## src/rtl/updown_counter_multimode_if.sv

```systemverilog
// Control/status bundle for updown_counter_multimode.
// The master drives the counter controls; the slave (the counter) returns its registered status.
interface updown_counter_multimode_if #(
   parameter int unsigned WIDTH  = 8,
   parameter int unsigned STEP_W = 4
);
   logic              enable;
   logic              up_down;
   logic              load;
   logic [WIDTH-1:0]  load_value;
   logic [STEP_W-1:0] step;
   logic [1:0]        mode;
   logic [WIDTH-1:0]  count;
   logic              tc;
   logic              dir;
   logic              done;

   modport master (
      output enable, up_down, load, load_value, step, mode,
      input  count, tc, dir, done
   );

   modport slave (
      input  enable, up_down, load, load_value, step, mode,
      output count, tc, dir, done
   );
endinterface

```

## src/rtl/updown_counter_multimode.sv

```systemverilog
// Up/down counter over [0, MAX_COUNT] with wrap, saturate, one-shot and ping-pong modes,
// synchronous load and a registered one-cycle terminal-count pulse.
// Optional macro COUNTER_PRESCALE_EN adds a PRESCALE parameter: the count only advances on
// every PRESCALE-th enabled cycle.
module updown_counter_multimode #(
   parameter int unsigned WIDTH     = 8,
   parameter int unsigned MAX_COUNT = 2**WIDTH - 1,
`ifdef COUNTER_PRESCALE_EN
   parameter int unsigned PRESCALE  = 4,
`endif
   parameter int unsigned STEP_W    = 4
) (
   input logic                         clock,
   input logic                         reset,
   updown_counter_multimode_if.slave   ctr_if
);

   // One extra bit so sums and clamps never truncate silently.
   localparam int unsigned XW = WIDTH + 1;
   localparam logic [XW-1:0] MaxX = XW'(MAX_COUNT);

   typedef enum logic [1:0] {
      ModeWrap     = 2'b00,
      ModeSat      = 2'b01,
      ModeOneShot  = 2'b10,
      ModePingPong = 2'b11
   } mode_e;

   typedef enum logic {StRun, StDone} state_e;

   mode_e            mode;
   state_e           state_q, state_d;
   logic [WIDTH-1:0] count_q, count_d;
   logic             tc_q, tc_d;
   logic             dir_q, dir_d;

   logic [XW-1:0]    cnt_x, stp_raw, stp_x, sum_x, diff_x, lv_x;
   logic             d;
   logic             advance;
   logic             fire;

`ifdef COUNTER_PRESCALE_EN
   localparam int unsigned PW = (PRESCALE > 1) ? $clog2(PRESCALE) : 1;
   logic [PW-1:0] pre_q, pre_d;
`endif

   assign mode = mode_e'(ctr_if.mode);

   // Widened operands, clamped step/load value and effective direction.
   always_comb begin
      cnt_x   = XW'(count_q);
      stp_raw = XW'(ctr_if.step);
      stp_x   = (stp_raw > MaxX) ? MaxX : stp_raw;
      sum_x   = cnt_x + stp_x;
      diff_x  = cnt_x - stp_x;
      lv_x    = (XW'(ctr_if.load_value) > MaxX) ? MaxX : XW'(ctr_if.load_value);
      d       = (mode == ModePingPong) ? dir_q : ctr_if.up_down;
      // A finished one-shot ignores enable until the mode changes, a load or a reset.
      advance = ctr_if.enable && !((state_q == StDone) && (mode == ModeOneShot));
`ifdef COUNTER_PRESCALE_EN
      fire    = advance && (pre_q == PW'(PRESCALE - 1));
`else
      fire    = advance;
`endif
   end

   // Next-state: load beats enable; only firing cycles touch count, dir and tc.
   always_comb begin
      count_d = count_q;
      tc_d    = 1'b0;
      dir_d   = dir_q;
      state_d = state_q;
`ifdef COUNTER_PRESCALE_EN
      pre_d   = pre_q;
`endif
      if (ctr_if.load) begin
         count_d = WIDTH'(lv_x);
         dir_d   = ctr_if.up_down;
         state_d = StRun;
`ifdef COUNTER_PRESCALE_EN
         pre_d   = '0;
`endif
      end else if (advance) begin
         if (mode != ModeOneShot) begin
            state_d = StRun;
         end
`ifdef COUNTER_PRESCALE_EN
         pre_d = fire ? '0 : pre_q + PW'(1);
`endif
         if (fire) begin
            dir_d = d;
            unique case (mode)
               ModeWrap: begin
                  if (d) begin
                     if (sum_x > MaxX) begin
                        count_d = WIDTH'(sum_x - (MaxX + XW'(1)));
                        tc_d    = 1'b1;
                     end else begin
                        count_d = WIDTH'(sum_x);
                     end
                  end else begin
                     if (cnt_x < stp_x) begin
                        count_d = WIDTH'(cnt_x + (MaxX - stp_x) + XW'(1));
                        tc_d    = 1'b1;
                     end else begin
                        count_d = WIDTH'(diff_x);
                     end
                  end
               end
               ModeSat, ModeOneShot: begin
                  // Only the update that moves onto the bound pulses tc.
                  if (d) begin
                     if (cnt_x != MaxX && sum_x >= MaxX) begin
                        count_d = WIDTH'(MaxX);
                        tc_d    = 1'b1;
                     end else if (cnt_x != MaxX) begin
                        count_d = WIDTH'(sum_x);
                     end
                  end else begin
                     if (cnt_x != '0 && cnt_x <= stp_x) begin
                        count_d = '0;
                        tc_d    = 1'b1;
                     end else if (cnt_x != '0) begin
                        count_d = WIDTH'(diff_x);
                     end
                  end
                  if (tc_d && mode == ModeOneShot) begin
                     state_d = StDone;
                  end
               end
               ModePingPong: begin
                  // A zero step holds the count so it must not bounce.
                  if (stp_x != '0) begin
                     if (d) begin
                        if (sum_x >= MaxX) begin
                           count_d = WIDTH'(MaxX);
                           dir_d   = 1'b0;
                           tc_d    = 1'b1;
                        end else begin
                           count_d = WIDTH'(sum_x);
                        end
                     end else begin
                        if (cnt_x <= stp_x) begin
                           count_d = '0;
                           dir_d   = 1'b1;
                           tc_d    = 1'b1;
                        end else begin
                           count_d = WIDTH'(diff_x);
                        end
                     end
                  end
               end
               default: ;
            endcase
         end
      end
   end

   // State registers with synchronous reset; reset value follows up_down.
   always_ff @(posedge clock) begin
      if (reset) begin
         count_q <= ctr_if.up_down ? '0 : WIDTH'(MAX_COUNT);
         tc_q    <= 1'b0;
         dir_q   <= ctr_if.up_down;
         state_q <= StRun;
`ifdef COUNTER_PRESCALE_EN
         pre_q   <= '0;
`endif
      end else begin
         count_q <= count_d;
         tc_q    <= tc_d;
         dir_q   <= dir_d;
         state_q <= state_d;
`ifdef COUNTER_PRESCALE_EN
         pre_q   <= pre_d;
`endif
      end
   end

   assign ctr_if.count = count_q;
   assign ctr_if.tc    = tc_q;
   assign ctr_if.dir   = dir_q;
   assign ctr_if.done  = (state_q == StDone);

endmodule

```

## src/flat_wrapper.sv

```systemverilog
// flat-port wrapper written by rule: the top's interface ports become plain ports
module updown_counter_multimode_flat 
#(
   parameter int unsigned WIDTH     = 8,
   parameter int unsigned MAX_COUNT = 2**WIDTH - 1,

   parameter int unsigned STEP_W    = 4
)
  (clock, reset, ctr_if_enable, ctr_if_up_down, ctr_if_load, ctr_if_load_value, ctr_if_step, ctr_if_mode, ctr_if_count, ctr_if_tc, ctr_if_dir, ctr_if_done);
  updown_counter_multimode_if #(.WIDTH(WIDTH), .STEP_W(STEP_W)) ctr_if_i ();
  input logic clock;
  input logic reset;
  input wire logic [$bits(ctr_if_i.enable)-1:0] ctr_if_enable;
  input wire logic [$bits(ctr_if_i.up_down)-1:0] ctr_if_up_down;
  input wire logic [$bits(ctr_if_i.load)-1:0] ctr_if_load;
  input wire logic [$bits(ctr_if_i.load_value)-1:0] ctr_if_load_value;
  input wire logic [$bits(ctr_if_i.step)-1:0] ctr_if_step;
  input wire logic [$bits(ctr_if_i.mode)-1:0] ctr_if_mode;
  output wire logic [$bits(ctr_if_i.count)-1:0] ctr_if_count;
  output wire logic [$bits(ctr_if_i.tc)-1:0] ctr_if_tc;
  output wire logic [$bits(ctr_if_i.dir)-1:0] ctr_if_dir;
  output wire logic [$bits(ctr_if_i.done)-1:0] ctr_if_done;
  assign ctr_if_i.enable = ctr_if_enable;
  assign ctr_if_i.up_down = ctr_if_up_down;
  assign ctr_if_i.load = ctr_if_load;
  assign ctr_if_i.load_value = ctr_if_load_value;
  assign ctr_if_i.step = ctr_if_step;
  assign ctr_if_i.mode = ctr_if_mode;
  assign ctr_if_count = ctr_if_i.count;
  assign ctr_if_tc = ctr_if_i.tc;
  assign ctr_if_dir = ctr_if_i.dir;
  assign ctr_if_done = ctr_if_i.done;
  updown_counter_multimode #(.WIDTH(WIDTH), .MAX_COUNT(MAX_COUNT), .STEP_W(STEP_W)) u_core (.clock(clock), .reset(reset), .ctr_if(ctr_if_i));
endmodule
```

## config.mk

```make
export PLATFORM = sky130hd
export DESIGN_NAME = updown_counter_multimode_flat
export DESIGN_NICKNAME = d
export VERILOG_FILES = /design/src/rtl/updown_counter_multimode_if.sv /design/src/rtl/updown_counter_multimode.sv /design/src/flat_wrapper.sv
export SDC_FILE = /design/constraint.sdc
export NUM_CORES = 1
export LEC_CHECK = 0
export ABC_AREA = 1
export CORE_ASPECT_RATIO = 2
export CORE_MARGIN = 5
export CORE_UTILIZATION = 54
export DETAILED_ROUTE_END_ITERATION = 7
export GPL_TIMING_DRIVEN = 1
export PLACE_DENSITY = 0.82
export SLEW_MARGIN = 20
export SYNTH_ARGS = -nofsm -noshare
export SYNTH_HDL_FRONTEND = slang
export SYNTH_SLANG_ARGS = --single-unit
```

## constraint.sdc

```tcl
create_clock -name clock -period 3.1 [get_ports clock]
set_input_delay 0.62 -clock clock [delete_from_list [all_inputs] [get_ports clock]]
set_output_delay 0.62 -clock clock [all_outputs]
set_load 0.02 [all_outputs]
```

==> summary.md <==
| Metric | Value |
|---|---|
| Count of cell types in the netlist | 36 |
| Vias in the first global route | 2196 |
| Worst setup margin | between 200 and 300 ps |
| Worst slack, placed | -223 ps |
| RSZ-0062 raised after global routing | false |
| Worst path cell trace | clkdlybuf4s50_1 > inv_1 > ha_2 > inv_4 > a21oi_4 > nand2_2 > nand2_1 > nand2_2 > inv_2 > nand3_2 > o21bai_4 > buf_6 > nor2_1 > o21ai_1 > nand2_1 > nand2_2 > nand2_1 > nand2_1 |
| Die height | approximately 91 um |
| Synth Instances | between 200 and 300 |
| CP max-delay cell | clkdlybuf4s50_1 |
| First drt pass iteration count | 4 |
| Pwr Total | a little under 900 uW |
| Status | complete, no violations |
| Cts bufs inserted | 3 |
| Fraction of registers with async set/reset | 0% |
| Most common cell in the synthesized netlist | nand2_1 |
| Worst Max-Slew Pin Slew | roughly 480 ps |
| Pwr Density | 374 nW/um2 |
| MaxCap Viol Count | 0 |
| Worst Path Required | between 3000 and 4000 ps |
| Area of the mapped netlist | between 1500 and 2000 um2 |
| Critical path fanouts, max | 7 |
| Layout filler cell count | approximately 280 |
| Post-synthesis register bit count | 11 |
| Ant diodes | 0 |
| Clock Tree Buf Depth | 2 |
| H-Tree Depth | 1 |
| Pin count of the biggest net entering global routing | 16 |
| Global-route wire length before repair | around 9300 um |
| # rows | 29 |
| Worst Clk Skew | around 1.2 ps |
| Hold_ws | about 530 ps |
| Die X-Extent | 50.3 um |
| Total GRT Usage | about a quarter |
| Synth area leaders | nand2_1, edfxtp_1, nor2_1 |
| Achievable frequency | 351 MHz |
| Peak supply drop | between 0.0003 and 0.0004 V |
| Clk sinks | 11 |
| Setup TNS | 0 ps |
| NumNets Final | between 300 and 400 |
| Area grow syn2layout | 32.9% |
| Per-cell routed wire length | 14.7 um |
| CTS tree | done |
| Reg area | between 300 and 400 um2 |
| Synth cell count leaders | nand2_1, nor2_1, inv_1 |
| Crit path top cell by count | nand2_1 |
| Dominant cell type by area after synthesis | nand2_1 |
| Tcrit/Tclk final | about nine tenths |
| Crit Path Category | in -> reg |
| Input/output buffers | 29 |
| Sequential fraction of the synthesis area | about 18% |
| Footprint of the multi-input gates | 1270 um2 |
| Critical path data arrival time | about 3000 ps |
| Starting Density | between 50% and 60% |
| Slew Limit Fails | 0 |
| Hold Crit Class | reg -> reg |
| Clk root buf | clkbuf_8 |
| Final min period | 2850 ps |
| Final setup fails | 0 |
| Post-CTS Hold Buffers | 0 |
| Post-DP HPWL | approximately 4600 um |
| Number of synthesized flops with an enable pin | 9 |
| Clock Pin Slew Worst Setup and Hold Paths | around 50 ps |
| Io pins | 30 |
| Via density | approximately 5.8 |
| Core ar. | ~3200 um2 |
| GPL Wtd Cong | a little over 1 |
| Mean Syn Cell Area | about 6 um2 |
| Final core utilization | about three quarters |
| Worst setup SP type | primary input |
| DR iter-0 viols | 95 |
| Total number of vias | ~2200 |
| Top_reg_cell synth | edfxtp_1 |
| Yosys Warn Count | 0 |
| Grt total ovfl | 0 |
| WL final | ~5600 um |
| # DRC | 0 |
| Slowest Stage Delay on Critical Path | between 400 and 500 ps |
| P_leak | around 0.0012 uW |
| Slew HR | between 60 and 70% |
| Fraction of layout cells with a size suffix above 1 | roughly 17% |
| Die Area | 4560 um2 |
| Antenna Nets Post-Route | 0 |
| Insertion delay to the later sink of the worst-skew pair | between 200 and 250 ps |
| Syn_nets | about 330 |
| CP endpoint kind | flip-flop |
| Initial antenna violation count | 0 |
| Hold Fails Final Rpt | 0 |
| Top-area cell type share of the netlist area | between 10% and 20% |
==> where the power goes <==
group	internal, uW	switching [uW]
logic	224	298
registers	180	27.9
clock network	90.1	52.2
==> critical path: cells and delay by family <==
| family | cells | cell delay, ps |
|---|---|---|
| buffers and inverters | 5 | 810 |
| AND/OR/NAND/NOR | 9 | 630 |
| AO/OA/AOI/OAI | 3 | 460 |
| adder cells (fa/ha/maj) | 1 | 430 |
==> placed cells by master (no fill, tap or decap), types with 9 or more instances in the layout <==
cell	n
edfxtp_1	9
inv_1	36
clkdlybuf4s50_1	27
nor2_1	36
nand2_1	88
o21ai_0	9
nand3_1	25
nor3_1	9
a21oi_1	10
buf_4	28
==> metal layers <==
metal | GRT usage (%) | vias up | part of all wire, %
li1 | - | 1067 | -
met2 | 48.0 | 102 | 54
met5 | 0 | - | 0
met3 | 1.82 | 38 | 4.3
met4 | 18.1 | 0 | 7.3
met1 | 24.0 | 980 | 34
==> timing repair <==
action / 4_1_cts / 5_1_grt
gates resized for setup: 0 / 10
setup endpoints to repair: 0 / 10
buffers inserted: 0 / 2
==> worst paths after layout <==
kind,to,from,slack (ps),depth (start not counted)
max reg2reg,u_core.ctr_if.count[6],u_core.ctr_if.count[1],490,14
min reg2reg,u_core.ctr_if.done,u_core.ctr_if.done,530,2
max,u_core.ctr_if.count[6],ctr_if_step[3],250,18
min,u_core.ctr_if.done,u_core.ctr_if.done,530,2
==> registers in the layout (all words and copies together) (netlist names) <==
name	flops
u_core.ctr_if.count	8
u_core.ctr_if.dir	1
u_core.ctr_if.done	1
u_core.ctr_if.tc	1
==> through the flow <==
stage / instances / cell area (um2)
after floorplan: 294 / 1760
after global placement: 373 / 2240
after detailed placement: 373 / 2240
after CTS: 377 / 2280
after global routing: 379 / 2330
final: 379 / 2330
==> kinds of logic after synthesis <==
group / count (synthesis) / synth area share, %
AOI/OAI and AO/OA: 41 / 15.8
adders and majority gates: 13 / 10.1
DFF: 11 / 17.7
xor gates and xnor gates: 4 / 2.00
and+or+nand+nor: 176 / 42.8
buffers and inverters: 49 / 11.6
==> area by class of cell <==
cell class	instances	area share, %
multi-input cells	234	54.3
inverters	41	6.70
flip-flops and latches	11	13.3
clock buffers	4	1.93
well taps	31	1.66
repair buffers	58	22.1
Note: power is estimated with default switching activity, not from simulation.
